### config.mk
export PLATFORM = sky130hd
export DESIGN_NAME = seg_scan_ctrl
export DESIGN_NICKNAME = d
export VERILOG_FILES = /design/src/rtl/seg_scan_ctrl_pkg.sv /design/src/rtl/seg_hex_decoder.sv /design/src/rtl/seg_scan_ctrl.sv
export SDC_FILE = /design/constraint.sdc
export NUM_CORES = 1
export LEC_CHECK = 0
export CELL_PAD_IN_SITES_DETAIL_PLACEMENT = 2
export CELL_PAD_IN_SITES_GLOBAL_PLACEMENT = 2
export CORE_MARGIN = 5
export CORE_UTILIZATION = 38
export CTS_BUF_LIST = sky130_fd_sc_hd__clkbuf_4
export DETAILED_ROUTE_END_ITERATION = 7
export MAX_ROUTING_LAYER = met4
export PLACE_DENSITY_LB_ADDON = 0.1
export SETUP_SLACK_MARGIN = 0.4
export SYNTH_ARGS = -nofsm -noshare
export SYNTH_HDL_FRONTEND = slang
export SYNTH_HIERARCHICAL = 1
export SYNTH_SLANG_ARGS = --single-unit
export TNS_END_PERCENT = 1
### constraint.sdc
create_clock -name clk -period 8.01 [get_ports clk]
set_input_delay 2.0025 -clock clk [delete_from_list [all_inputs] [get_ports clk]]
set_output_delay 2.0025 -clock clk [all_outputs]
set_load 0.02 [all_outputs]
### src/rtl/seg_scan_ctrl_pkg.sv
// Shared definitions for the multiplexed seven-segment scanner: segment ordering,
// the active-low hex glyph table and the per-digit shadow payload.
package seg_scan_ctrl_pkg;

    localparam int unsigned SEG_W    = 7;
    localparam int unsigned NIBBLE_W = 4;

    // Bit positions inside seg: {g,f,e,d,c,b,a}
    localparam int unsigned SEG_A = 0;
    localparam int unsigned SEG_B = 1;
    localparam int unsigned SEG_C = 2;
    localparam int unsigned SEG_D = 3;
    localparam int unsigned SEG_E = 4;
    localparam int unsigned SEG_F = 5;
    localparam int unsigned SEG_G = 6;

    localparam logic [SEG_W-1:0] SEG_OFF = 7'h7F;

    // Active-low glyphs for 0-9, A, b, C, d, E, F
    localparam logic [SEG_W-1:0] SEG_TABLE [16] = '{
        7'h40, 7'h79, 7'h24, 7'h30,
        7'h19, 7'h12, 7'h02, 7'h78,
        7'h00, 7'h10, 7'h08, 7'h03,
        7'h46, 7'h21, 7'h06, 7'h0E
    };

    typedef struct packed {
        logic                en;
        logic                dp;
        logic [NIBBLE_W-1:0] nib;
    } digit_cfg_t;

endpackage

### src/rtl/seg_hex_decoder.sv
// Combinational hex nibble to active-low seven-segment glyph.
module seg_hex_decoder
    import seg_scan_ctrl_pkg::*;
(
    input  logic [NIBBLE_W-1:0] hex,
    output logic [SEG_W-1:0]    seg_c
);

    always_comb begin
        seg_c = SEG_TABLE[hex];
    end

endmodule

### src/rtl/seg_scan_ctrl.sv
// Multiplexed seven-segment scan controller: prescaled digit scan, PWM dimming,
// double-buffered digit data that only changes at a frame boundary.
module seg_scan_ctrl
    import seg_scan_ctrl_pkg::*;
#(
    parameter int unsigned NUM_DIGITS  = 8,
    parameter int unsigned REFRESH_DIV = 131072,
    parameter int unsigned PWM_BITS    = 4
) (
    input  logic                    clk,
    input  logic                    reset,
    input  logic [4*NUM_DIGITS-1:0] digit_data,
    input  logic [NUM_DIGITS-1:0]   dp_in,
    input  logic [NUM_DIGITS-1:0]   digit_en,
    input  logic                    load,
    input  logic [PWM_BITS-1:0]     brightness,
    output logic [NUM_DIGITS-1:0]   anode,
    output logic [6:0]              seg,
    output logic                    dp_n,
    output logic                    frame_tick
);

    localparam int unsigned IDX_W = $clog2(NUM_DIGITS);
    localparam int unsigned PRE_W = $clog2(REFRESH_DIV);
    localparam logic [PRE_W-1:0] PRE_MAX = PRE_W'(REFRESH_DIV - 1);
    localparam logic [IDX_W-1:0] IDX_MAX = IDX_W'(NUM_DIGITS - 1);

    logic [PRE_W-1:0]                presc;
    logic [IDX_W-1:0]                idx;
    logic                            pending;
    digit_cfg_t [NUM_DIGITS-1:0]     shadow;
    digit_cfg_t [NUM_DIGITS-1:0]     staged;

    digit_cfg_t [NUM_DIGITS-1:0]     load_cfg;
    digit_cfg_t                      cur;
    logic                            presc_wrap;
    logic                            frame_wrap;
    logic                            pwm_on;
    logic                            digit_on;
    logic [SEG_W-1:0]                dec_seg;

    // Pack the raw inputs into per-digit payloads
    always_comb begin
        load_cfg = '0;
        for (int i = 0; i < int'(NUM_DIGITS); i++) begin
            load_cfg[i].en  = digit_en[i];
            load_cfg[i].dp  = dp_in[i];
            load_cfg[i].nib = digit_data[4*i +: 4];
        end
    end

    // Slot timing and the on-condition for the currently selected digit
    always_comb begin
        presc_wrap = (presc == PRE_MAX);
        frame_wrap = presc_wrap && (idx == IDX_MAX);
        cur        = shadow[idx];
        pwm_on     = (&brightness) || (presc[PWM_BITS-1:0] < brightness);
        // Prescaler zero is a dark guard cycle so anode switching never ghosts
        digit_on   = cur.en && (presc != '0) && pwm_on;
    end

    seg_hex_decoder u_dec (
        .hex   (cur.nib),
        .seg_c (dec_seg)
    );

    always_ff @(posedge clk) begin
        if (reset) begin
            presc      <= '0;
            idx        <= '0;
            pending    <= 1'b0;
            shadow     <= '0;
            staged     <= '0;
            anode      <= '1;
            seg        <= SEG_OFF;
            dp_n       <= 1'b1;
            frame_tick <= 1'b0;
        end else begin
            presc <= presc_wrap ? '0 : presc + PRE_W'(1);
            if (presc_wrap) begin
                idx <= (idx == IDX_MAX) ? '0 : idx + IDX_W'(1);
            end

            // A load on the wrap cycle goes straight to the shadow; otherwise it waits
            if (frame_wrap) begin
                if (load) begin
                    shadow <= load_cfg;
                end else if (pending) begin
                    shadow <= staged;
                end
                pending <= 1'b0;
            end else if (load) begin
                staged  <= load_cfg;
                pending <= 1'b1;
            end

            anode      <= digit_on ? ~(NUM_DIGITS'(1) << idx) : '1;
            seg        <= digit_on ? dec_seg : SEG_OFF;
            dp_n       <= ~(digit_on && cur.dp);
            frame_tick <= frame_wrap;
        end
    end

endmodule

# Yosys cells after proc, flatten, opt, wreduce, memory -nomap -nowiden
# Memory sizes are Yosys's and may differ from the RTL's. A register that Yosys moved wholly into a read port is not among the register bits.
# Index checks and enable logic that the tools add are counted.
dict set report totals {
  mem_count 1
  output_inout_bits 17
  mem_bits_ro 112
  inputBits 55
  ff_bits 127
  word_cells 85
}
# memory words width rd rd_ports_with_merged_regs write_ports line
set mem_list {}
lappend mem_list {{(no name shown)} 16 7 1 1 0 seg_hex_decoder.sv:10} ;# seg_c = SEG_TABLE[hex];
dict set report op_classes {
  n_eq_ne 2
  magnitude_cmp 2
  shifts 1
  muxes 5
  n_reduce_logical 13
  bitwise 5
  n_addsub 2
}
# operator count
set ops {}
lappend ops {{$mux W48} 2}
lappend ops {{$bmux W6 S3} 1}
lappend ops {{$add A17 B1 Y17 const B} 1}
lappend ops {{$eq A17 B17 Y1 const B} 1}
lappend ops {{$reduce_bool A17 Y1} 1}
lappend ops {{$not A8 Y8} 1}
lappend ops {{$shl A1 B3 Y8 const A} 1}
lappend ops {{$mux W6} 1}
lappend ops {{$reduce_or A2 Y1} 3}
lappend ops {{$not A4 Y5} 1}
lappend ops {{$logic_and A1 B1 Y1} 4}
lappend ops {{$lt A3 B4 Y1 const B} 1}
lappend ops {{$lt A4 B4 Y1} 1}
lappend ops {{$reduce_and A2 Y1} 2}
lappend ops {{$reduce_and A4 Y1} 1}
lappend ops {{$add A3 B1 Y3 const B} 1}
lappend ops {{$eq A3 B3 Y1 const B} 1}
lappend ops {{$mux W3} 1}
lappend ops {{$not A1 Y1} 3}
lappend ops {{$reduce_bool A2 Y1} 1}
lappend ops {{$logic_or A1 B1 Y1} 1}

# Logic depth before layout (Yosys ltp)
# Gate-level depths: netlist of run 1.
dict set report logic_depth {
  ltp_word 6
  mapped_depth 12
  depth_no_buf 9
}

# Cells and area by module
# Netlist of run 1, hierarchy kept.
# module instances seq_area_each_um2 area_each_um2 cells_each
set modules_own_cells {}
lappend modules_own_cells {seg_scan_ctrl 1 2682.6 5709.2 631}
lappend modules_own_cells {seg_hex_decoder 1 0.0 275.3 32}

# Worst setup path before layout of run 1
# Ideal clock, no wire load.
dict set report synth_timing {
  path_type {input to register}
  startpoint {input brightness[1]}
  endpoint {register dp_n}
  path_buffers 0
  arrival_ns 3.234
  stages 5
  t_required_ns 7.883
  setup_time_ns 0.127
  slack_ns 4.649
  cell_sequence {inv_1 ha_1 a2111oi_2 nor3_1 or3_1}
}
dict set report synth_via {
  elab_chain_cells 5
  word_cells_on_any_way 6
  classes_between {order compare (1); bitwise (1); reduce/logical (4)}
}
# element line
set synth_rtl {}
lappend synth_rtl {{from (decl)} seg_scan_ctrl.sv:16} ;# input logic [PWM_BITS-1:0] brightness,
lappend synth_rtl {{$lt A4 B4 Y1 or $reduce_and A4 Y1 (tied branches)} seg_scan_ctrl.sv:57} ;# pwm_on = (&brightness) || (presc[PWM_BITS-1:0] < brightness);
lappend synth_rtl {{$logic_or A1 B1 Y1 *} seg_scan_ctrl.sv:57}
lappend synth_rtl {{$logic_and A1 B1 Y1 *} seg_scan_ctrl.sv:59} ;# digit_on = cur.en && (presc != '0) && pwm_on;
lappend synth_rtl {{$logic_and A1 B1 Y1 *} seg_scan_ctrl.sv:99} ;# dp_n <= ~(digit_on && cur.dp);
lappend synth_rtl {{$not A1 Y1 *} seg_scan_ctrl.sv:99}
lappend synth_rtl {{to (signal assigned)} seg_scan_ctrl.sv:99}
lappend synth_rtl {{to (decl)} seg_scan_ctrl.sv:19} ;# output logic dp_n,
# Mark *: on every way between the ends. The rest lies on a longest branch, timed or not.
# A chain may end at the register's enable or synchronous reset.

# Worst setup path in the final report of run 1
dict set report layout_timing {
  startpoint {input load}
  endpoint {register shadow[8] in the netlist's numbering}
}
dict set report layout_via {
  elab_chain_cells 2
  word_cells_on_any_way 3
  classes_between {mux (1); reduce/logical (2)}
}
# element line
set layout_rtl {}
lappend layout_rtl {{from (decl)} seg_scan_ctrl.sv:15} ;# input logic load,
lappend layout_rtl {{$reduce_bool A2 Y1 (no source line)} n/a}
lappend layout_rtl {{$reduce_and A2 Y1 (no source line)} n/a}
lappend layout_rtl {{to (signal assigned)} seg_scan_ctrl.sv:87} ;# shadow <= load_cfg;
lappend layout_rtl {{to (signal assigned)} seg_scan_ctrl.sv:89} ;# shadow <= staged;
lappend layout_rtl {{to (decl)} seg_scan_ctrl.sv:31} ;# digit_cfg_t [NUM_DIGITS-1:0] shadow;
# Several ways; a longest one is shown, not always the timed one.

==> impl_metrics.py, run 1 <==
metrics = {
    "power": {
        "p_seq_share_pct": 51.8,
        "p_total_mw": 1.33,
        "ir_drop_mv": 0.0998,
        "swShare_pct": 24.2,
        "p_per_area_nw_per_um2": 187,
        "clockPowerShare_pct": 40.2,
        "switching_power_mw": 0.323,
        "p_int_mw": 1.01,
        "leakagePower_nw": 2.61,
        "comb_power_share_pct": 8.0,
    },
    "clock_tree": {
        "cts-hold-fix-buffers": 0,
        "insertion_delay_ns": 0.55,
        "cts-root-buf": "clkbuf_4",
        "cts_buffers": 17,
        "ctsHtreeMaxLevel": 4,
        "clockBufferDepth": 2,
        "cts.sinks": 134,
        "cts.clk_slew.worst_paths_ns": 0.12,
        "postCtsSetupBuffers": 0,
        "cts_tree": "built",
        "post_cts_resized": 0,
    },
    "final_layout": {
        "nFillCells": 1688,
        "final_util_pct": 46.6,
        "area_growth_pct": 19.2,
        "final_net_count": 785,
        "stdcell_count": 935,
        "multi_input_area_sq_um": 3040,
        "final_area_sq_um": 7130,
        "seq_area_sq_um": 2680,
        "n_antenna_cell": 0,
        "drive_gt1_share_pct": 8.01,
    },
    "floorplan": {
        "row_count": 45,
        "dieArea_sq_um": 18400,
        "ios": 72,
        "start_util_pct": 39.1,
        "die_w_um": 135,
        "core_sq_um": 15300,
        "die_h_um": 135,
    },
    "yosys": {
        "yosys.area.top_type_share_pct": 44.8,
        "ys_ff_latch": 134,
        "synth_cells": 663,
        "synth_cell_types": 46,
        "yosysMostFrequentCell": "dfxtp_1",
        "syn_avg_cell_area_sq_um": 9.03,
        "yosys-top-cells-count": "dfxtp_1, nand2_1, nor2_1",
        "synth_largest_area_cell": "dfxtp_1",
        "synth_flop_cell": "dfxtp_1",
        "synthesis.area_sq_um": 5980,
        "synth_nets": 737,
        "ys_seq_area_share_pct": 44.8,
        "synth_edf_count": 0,
        "yosysWarnings": 6,
        "synth.area.top_cells": "dfxtp_1, mux2i_1, nand2_1",
        "async_flop_share_pct": 0,
    },
    "timing": {
        "drv_slew": 0,
        "final.min_clock_period_ns": 4.09,
        "setup-violations-final": 0,
        "hold_viol": 0,
        "fmax_ghz": 0.245,
        "setup_tns_ns": 0,
        "worstMarginPinSlew_ns": 1.15,
        "rsz0062_at_grt": "no",
        "clock_skew_ns": 0.0274,
        "finalCritPeriodShare_pct": 51.0,
        "slew_headroom_pct": 23.4,
    },
    "global_routing": {
        "grt_antenna_before_repair": 0,
        "overflow": 0,
        "grt_max_degree": 105,
        "grt_pass1_wl_mm": 27.4,
        "grt_pass1_vias": 5375,
        "track_usage_pct": 19.2,
    },
    "critical_path": {
        "cpMaxStageDelayCell": "buf_4",
        "cp_slowest_stage_delay_ns": 0.71,
        "critPathKind": "in -> reg",
        "cp-end-kind": "flop",
        "reg2reg_depth": 9,
        "start_kind": "input port",
        "worstPathCellList": "buf_2 > buf_4 > nor2_1 > nor2_4 > buf_4 > nor2_1 > a211oi_1",
        "r2r_start": "presc[1]",
        "worst-r2r-setup-slack_ns": 4.38,
        "crit_required_ns": 8.45,
        "timing.rr.end": "shadow[8]",
        "worstPathArrival_ns": 4.53,
        "critPathMaxFanout": 82,
    },
    "placed_design": {
        "numPortBuffers": 71,
        "dp_hpwl_mm": 11.2,
        "placed_cell_area_sq_um": 6790,
        "routabilityCongestion": 0.743,
        "dp_cells": 903,
    },
    "route": {
        "drtIter0Drc": 145,
        "drc": 0,
        "post_drt_via_cell_ratio": 5.19,
        "routed_wl_mm": 16.2,
        "detail-route-antenna-nets": 0,
        "dr.pass1.iters": 4,
        "wire_per_inst_um": 17.4,
        "via_count": 4857,
    },
    "min_path": {
        "min_to": "staged[23]",
        "min_path_type": "reg -> reg",
        "holdPathStages": 2,
        "hold_path.startpoint": "staged[23]",
    },
    "status": {
        "status": "finished, final reports clean",
    },
    "job": {
        "max_cap_viol_count": 0,
    },
}
## metrics by stage
step / setup WS [ns] / hold slack [ns]
2_1_floorplan: 4.65 / 0.436
3_3_place_gp: 3.63 / 0.441
3_5_place_dp: 3.42 / 0.452
4_1_cts: 3.99 / 0.469
5_1_grt: 3.79 / 0.480
6_report: 3.92 / 0.465
## state kept, by name, summed over array words and instances (netlist names)
register and count:
anode 8, dp_n 1, frame_tick 1, idx 3, pending 1, presc 17
seg 7, shadow 48, staged 48
## critical path, delay by kind of cell
family / cells / cell delay [ns]
compound gates: 1 / 0.28
buf+inv: 3 / 1.46
simple gates: 3 / 0.70
## worst max-delay path by stage
| stage | endpoint | start | cells after the start |
|---|---|---|---|
| CTS | shadow[8] | load | 7 |
| global route | shadow[8] | load | 7 |
| detailed placement | shadow[8] | load | 7 |
| floorplan | dp_n | brightness[1] | 5 |
| finish | shadow[8] | load | 7 |
| global placement | shadow[12] | load | 7 |
## cells in the final DEF (no fill, tap or decap), types with 3 or more instances in the layout
master,count
clkdlybuf4s50_1,69
bufinv_16,5
mux4_2,11
a211oi_1,49
or3_1,10
o21ai_0,4
a21oi_1,52
dfxtp_1,134
ha_1,19
clkinv_1,3
clkbuf_4,18
nand2_1,121
nor3_1,9
nor2_1,76
buf_4,6
inv_1,13
nor4_1,6
or2_1,6
nand3_1,5
xnor2_1,8
mux2i_1,59
clkinv_4,3
## layer usage
| metal | wire length, um | part of all wire (%) | vias to the layer above | GRT usage [%] |
|---|---|---|---|---|
| met5 | 0 | 0 | - | - |
| met4 | 119 | 0.73 | 0 | 5.21 |
| met3 | 475 | 2.9 | 9 | 4.05 |
| met2 | 8290 | 51 | 62 | 32.7 |
| met1 | 7350 | 45 | 2388 | 23.0 |
| li1 | - | - | 2398 | - |
## power by group through the flow
stage	registers [mW]	clock network, mW	logic [mW]
after floorplan	0.702	0	0.0598
after global placement	0.704	0	0.103
after detailed placement	0.705	0	0.109
after CTS	0.690	0.553	0.109
after global routing	0.692	0.585	0.119
final	0.690	0.536	0.107
## logic make-up after synthesis
kind of cell    synth area share, %
compound gates                 12.6
mux                            14.6
flops                          44.8
simple gates                   18.0
fa+ha+maj                      3.97
xor+xnor                       1.46
buf+inv                        4.45
## layout make-up
class / instances / area share [%]
inverters: 15 / 0.790
repair buffers: 76 / 10.4
flip-flops and latches: 134 / 37.6
multi-input cells: 467 / 42.7
clock inverters: 14 / 2.91
well taps: 211 / 3.70
clock buffers: 18 / 1.90
Note: power is estimated with default switching activity, not from simulation.
==> inputs of run 2 (changes only) <==
CORE_UTILIZATION = 36   (was 38)
clock period = 4 ns   (was 8.01 ns; I/O delays follow)
==> impl_metrics.py, run 2 (synthesis gave the netlist of run 1 again) <==
metrics = {
    "status": {
        "status": "finished, final reports clean",
    },
    "final_layout": {
        "final_common_cell": "dfxtp_1",
        "drive_gt1_share_pct": 8.00,
        "nFillCells": 1796,
        "final_area_sq_um": 7150,
        "seq_area_sq_um": 2680,
        "area_growth_pct": 19.5,
        "top_regs": "shadow (48), staged (48), presc (17)",
        "final_net_count": 786,
        "layout_common_cells": "dfxtp_1, nand2_1, nor2_1, clkdlybuf4s50_1, mux2i_1",
        "multi_input_area_sq_um": 3040,
    },
    "route": {
        "drtIter0Drc": 141,
        "routed_wl_mm": 16.6,
        "dr.pass1.iters": 4,
        "drc": 0,
        "wire_per_inst_um": 17.6,
        "detail-route-antenna-nets": 0,
        "via_count": 4851,
        "post_drt_via_cell_ratio": 5.13,
    },
    "clock_tree": {
        "cts.sinks": 134,
        "cts.clk_slew.worst_paths_ns": 0.11,
        "cts_buffers": 17,
        "cts-root-buf": "clkbuf_4",
        "clockBufferDepth": 2,
        "insertion_delay_ns": 0.55,
        "cts-hold-fix-buffers": 0,
        "cts_tree": "built",
        "post_cts_resized": 0,
        "postCtsSetupBuffers": 0,
        "ctsHtreeMaxLevel": 4,
    },
    "job": {
        "max_cap_viol_count": 0,
    },
    "global_routing": {
        "grt_max_degree": 105,
        "grt_pass1_wl_mm": 27.7,
        "grt_pass1_vias": 5433,
        "overflow": 0,
        "track_usage_pct": 18.2,
        "grt_antenna_before_repair": 1,
    },
    "floorplan": {
        "row_count": 47,
        "core_sq_um": 16500,
        "die_h_um": 139,
        "dieArea_sq_um": 19300,
        "die_w_um": 139,
        "ios": 72,
        "start_util_pct": 36.3,
    },
    "critical_path": {
        "critPathKind": "reg -> reg",
        "worstPathCellList": "ha_1 > nand4_1 > nor4_1 > ha_1 > nand2_1 > nand2_1 > buf_12 > nand2_1 > a21oi_1",
        "crit_required_ns": 4.46,
        "reg2reg_depth": 9,
        "cp-end-kind": "flop",
        "cp.depth": 9,
        "critical-path-top-delay-family": "simple AND/OR/NAND/NOR gates",
        "cp.buffers_inverters": 1,
        "cpMaxStageDelayCell": "nand2_1",
        "crit_top_cell": "nand2_1",
        "start_kind": "flop",
        "worstPathArrival_ns": 3.61,
        "critPathMaxFanout": 33,
        "cp_slowest_stage_delay_ns": 0.54,
    },
    "timing": {
        "clock_skew_ns": 0.0164,
        "drv_slew": 0,
        "finalCritPeriodShare_pct": 78.8,
        "slew_headroom_pct": 26.7,
        "worstMarginPinSlew_ns": 1.10,
        "setup-violations-final": 0,
        "setup_ws_ns": 0.850,
        "fmax_ghz": 0.317,
        "rsz0062_at_grt": "no",
        "final.min_clock_period_ns": 3.15,
        "whs_ns": 0.461,
        "setup_tns_ns": 0,
        "hold_viol": 0,
    },
    "placed_design": {
        "dp_hpwl_mm": 11.6,
        "place_ws_ns": 0.870,
        "routabilityCongestion": 0.796,
        "placed_cell_area_sq_um": 6820,
        "numPortBuffers": 71,
    },
    "power": {
        "leakagePower_nw": 2.62,
        "p_per_area_nw_per_um2": 371,
        "ir_drop_mv": 0.212,
    },
    "min_path": {
        "min_path_type": "reg -> reg",
        "holdPathStages": 2,
    },
}
## run 2: cell types whose count changed in the layout (fill, tap and decap cells not counted), sizes merged
cell	before	now
clkbuf	18	20
clkinv	7	6
diode	0	1
buf	7	8
clkinvlp	2	1
## run 2: worst paths after layout
path	startpoint	end	slack, ns
setup / recovery	presc[0]	staged[20]	0.85
hold / removal	staged[39]	staged[39]	0.46
setup reg to reg	presc[0]	staged[20]	0.85
hold reg to reg	staged[39]	staged[39]	0.46
## run 2: power breakdown
| part | leakage [nW] | total (mW) | switching, mW | internal, mW |
|---|---|---|---|---|
| combinational | 1.35 | 0.212 | 0.113 | 0.0994 |
| sequential | 1.09 | 1.38 | 0.0182 | 1.36 |
| clock | 0.177 | 1.06 | 0.489 | 0.569 |
| total | 2.62 | 2.65 | 0.620 | 2.03 |
## run 2: layout make-up
class,instances,area share (%)
Tap cell,220,3.85
Timing Repair Buffer,77,10.6
Antenna cell,1,0.0350
Inverter,15,0.787
Multi-Input combinational cell,467,42.5
Clock inverter,12,2.55
Clock buffer,20,2.10
Sequential cell,134,37.5
## run 2: worst reg2reg max path: cells and delay by family, from the launching register on
| kind | cells | cell delay [ns] |
|---|---|---|
| simple gates | 5 | 1.57 |
| fa+ha+maj | 2 | 0.61 |
| flops | 1 | 0.42 |
| buf+inv | 1 | 0.28 |
| compound gates | 1 | 0.18 |
## run 2: routing by layer
metal | track usage, % | up-vias | wire [um]
li1 | - | 2388 | -
met1 | 20.4 | 2391 | 7230
met3 | 4.34 | 11 | 468
met2 | 32.5 | 61 | 8790
met4 | 4.84 | 0 | 154
met5 | - | - | 0
## run 2: through the flow
| stage | utilization (%) | cells | power [mW] |
|---|---|---|---|
| finish | 43.4 | 946 | 2.65 |
| global route | 43.4 | 946 | 2.78 |
| CTS | 43.4 | 945 | 2.70 |
| detailed placement | 41.4 | 913 | 1.63 |
| global placement | 41.4 | 913 | 1.62 |
| floorplan | - | 663 | 1.53 |
==> inputs of run 3 (changes only) <==
CORE_UTILIZATION = 32   (was 36)
clock period = 2.6 ns   (was 4 ns; I/O delays follow)
==> impl_metrics.py, run 3 (synthesis gave the netlist of run 1 again) <==
metrics = {
    "global_routing": {
        "grt_pass1_vias": 5626,
        "track_usage_pct": 17.3,
        "grt_pass1_wl_mm": 29.1,
        "overflow": 0,
        "grt_max_degree": 39,
        "grt_antenna_before_repair": 1,
    },
    "power": {
        "p_per_area_nw_per_um2": 497,
        "leakagePower_nw": 2.86,
        "ir_drop_mv": 0.241,
        "p_total_mw": 3.82,
    },
    "clock_tree": {
        "cts.sinks": 134,
        "ctsHtreeMaxLevel": 4,
        "cts-root-buf": "clkbuf_4",
        "cts.clk_slew.worst_paths_ns": 0.11,
        "cts-hold-fix-buffers": 0,
        "insertion_delay_ns": 0.56,
        "cts_buffers": 17,
        "cts_tree": "built",
        "clockBufferDepth": 2,
    },
    "placed_design": {
        "routabilityCongestion": 0.790,
        "dp_hpwl_mm": 12.0,
        "numPortBuffers": 71,
        "place_ws_ns": -0.0257,
    },
    "final_layout": {
        "top_regs": "shadow (48), staged (48), presc (17)",
        "nFillCells": 2001,
        "seq_area_sq_um": 2700,
        "multi_input_area_sq_um": 3180,
        "final_common_cell": "dfxtp_1",
        "layout_common_cells": "dfxtp_1, nand2_1, nor2_1, clkdlybuf4s50_1, mux2i_1",
        "drive_gt1_share_pct": 16.6,
        "final_net_count": 822,
        "final_util_pct": 41.4,
        "area_growth_pct": 28.6,
    },
    "route": {
        "via_count": 5056,
        "detail-route-antenna-nets": 0,
        "routed_wl_mm": 17.6,
        "drtIter0Drc": 160,
        "drc": 0,
        "wire_per_inst_um": 17.7,
        "post_drt_via_cell_ratio": 5.08,
        "dr.pass1.iters": 4,
    },
    "timing": {
        "final.min_clock_period_ns": 2.30,
        "finalCritPeriodShare_pct": 88.5,
        "setup_ws_ns": 0.299,
        "rsz0062_at_grt": "yes",
        "setup-violations-final": 0,
        "clock_skew_ns": 0.0171,
        "worstMarginPinSlew_ns": 0.852,
        "hold_viol": 0,
        "slew_headroom_pct": 42.8,
        "drv_slew": 0,
        "fmax_ghz": 0.435,
    },
    "critical_path": {
        "start_kind": "flop",
        "worstPathArrival_ns": 2.74,
        "cp-end-kind": "flop",
        "critPathKind": "reg -> reg",
        "critPathMaxFanout": 6,
        "crit_required_ns": 3.04,
    },
    "floorplan": {
        "ios": 72,
        "start_util_pct": 32.2,
        "core_sq_um": 18600,
        "dieArea_sq_um": 21500,
        "die_h_um": 147,
        "row_count": 50,
        "die_w_um": 147,
    },
    "min_path": {
        "min_path_type": "reg -> reg",
    },
    "status": {
        "status": "finished, final reports clean",
    },
    "job": {
        "max_cap_viol_count": 0,
    },
}
run 3: cell count changes in the layout (fill, tap and decap cells not counted), sizes merged:
cell and change:
buf +34, clkinv +3, clkbuf +1, bufbuf +1
bufinv -3
run 3: path summary, 6_finish.rpt:
path,startpoint,to,slack [ns],cells past startpoint
setup reg to reg,idx[0],seg[2],0.30,8
hold reg to reg,staged[38],staged[38],0.46,2
hold / removal,staged[38],staged[38],0.46,2
setup / recovery,idx[0],seg[2],0.30,8
run 3: cell type report:
cell class / count / share of cell area [%]
multi-input combinational: 467 / 41.3
sequential: 134 / 35.1
timing repair buffer: 113 / 15.5
tap: 234 / 3.80
clock buffer: 20 / 1.95
clock inverter: 12 / 1.45
inverter: 15 / 0.829
antenna: 1 / 0.0325
run 3: what timing repair did:
action	in CTS	in global routing
buffers inserted	12	4
hold endpoints to repair	0	0
pin swaps	6	6
cloned	3	1
resized for setup	24	13
setup endpoints to repair	114	111
run 3: power breakdown:
part	leakage [nW]	switching, mW	internal [mW]	total (mW)
Sequential	1.09	0.0238	2.09	2.12
Combinational	1.62	0.189	0.168	0.357
Clock	0.146	0.765	0.583	1.35
run 3: per-stage QoR:
step	hold slack, ns	instance area, sq um	instances	setup TNS (ns)
2_1_floorplan	0.436	6040	663	0
3_3_place_gp	0.441	7030	943	0
3_5_place_dp	0.450	7030	943	-0.0752
4_1_cts	0.467	7570	990	0
5_1_grt	0.474	7690	996	0
6_report	0.462	7690	996	0
run 3: critical path: stages, from the launching register on:
cell	delay, ns
dfxtp_4	0.43
mux4_2	0.52
nand2_2	0.10
nand2_4	0.10
inv_6	0.10
ha_4	0.13
and2b_2	0.22
a22o_1	0.22
or3_1	0.36
run 3: metal layers:
metal | GRT usage [%] | share of wire, % | up-vias
li1 | - | - | 2467
met1 | 20.1 | 44 | 2501
met2 | 30.1 | 52 | 73
met3 | 3.73 | 3.0 | 15
met4 | 5.13 | 1.1 | 0
met5 | - | 0 | -
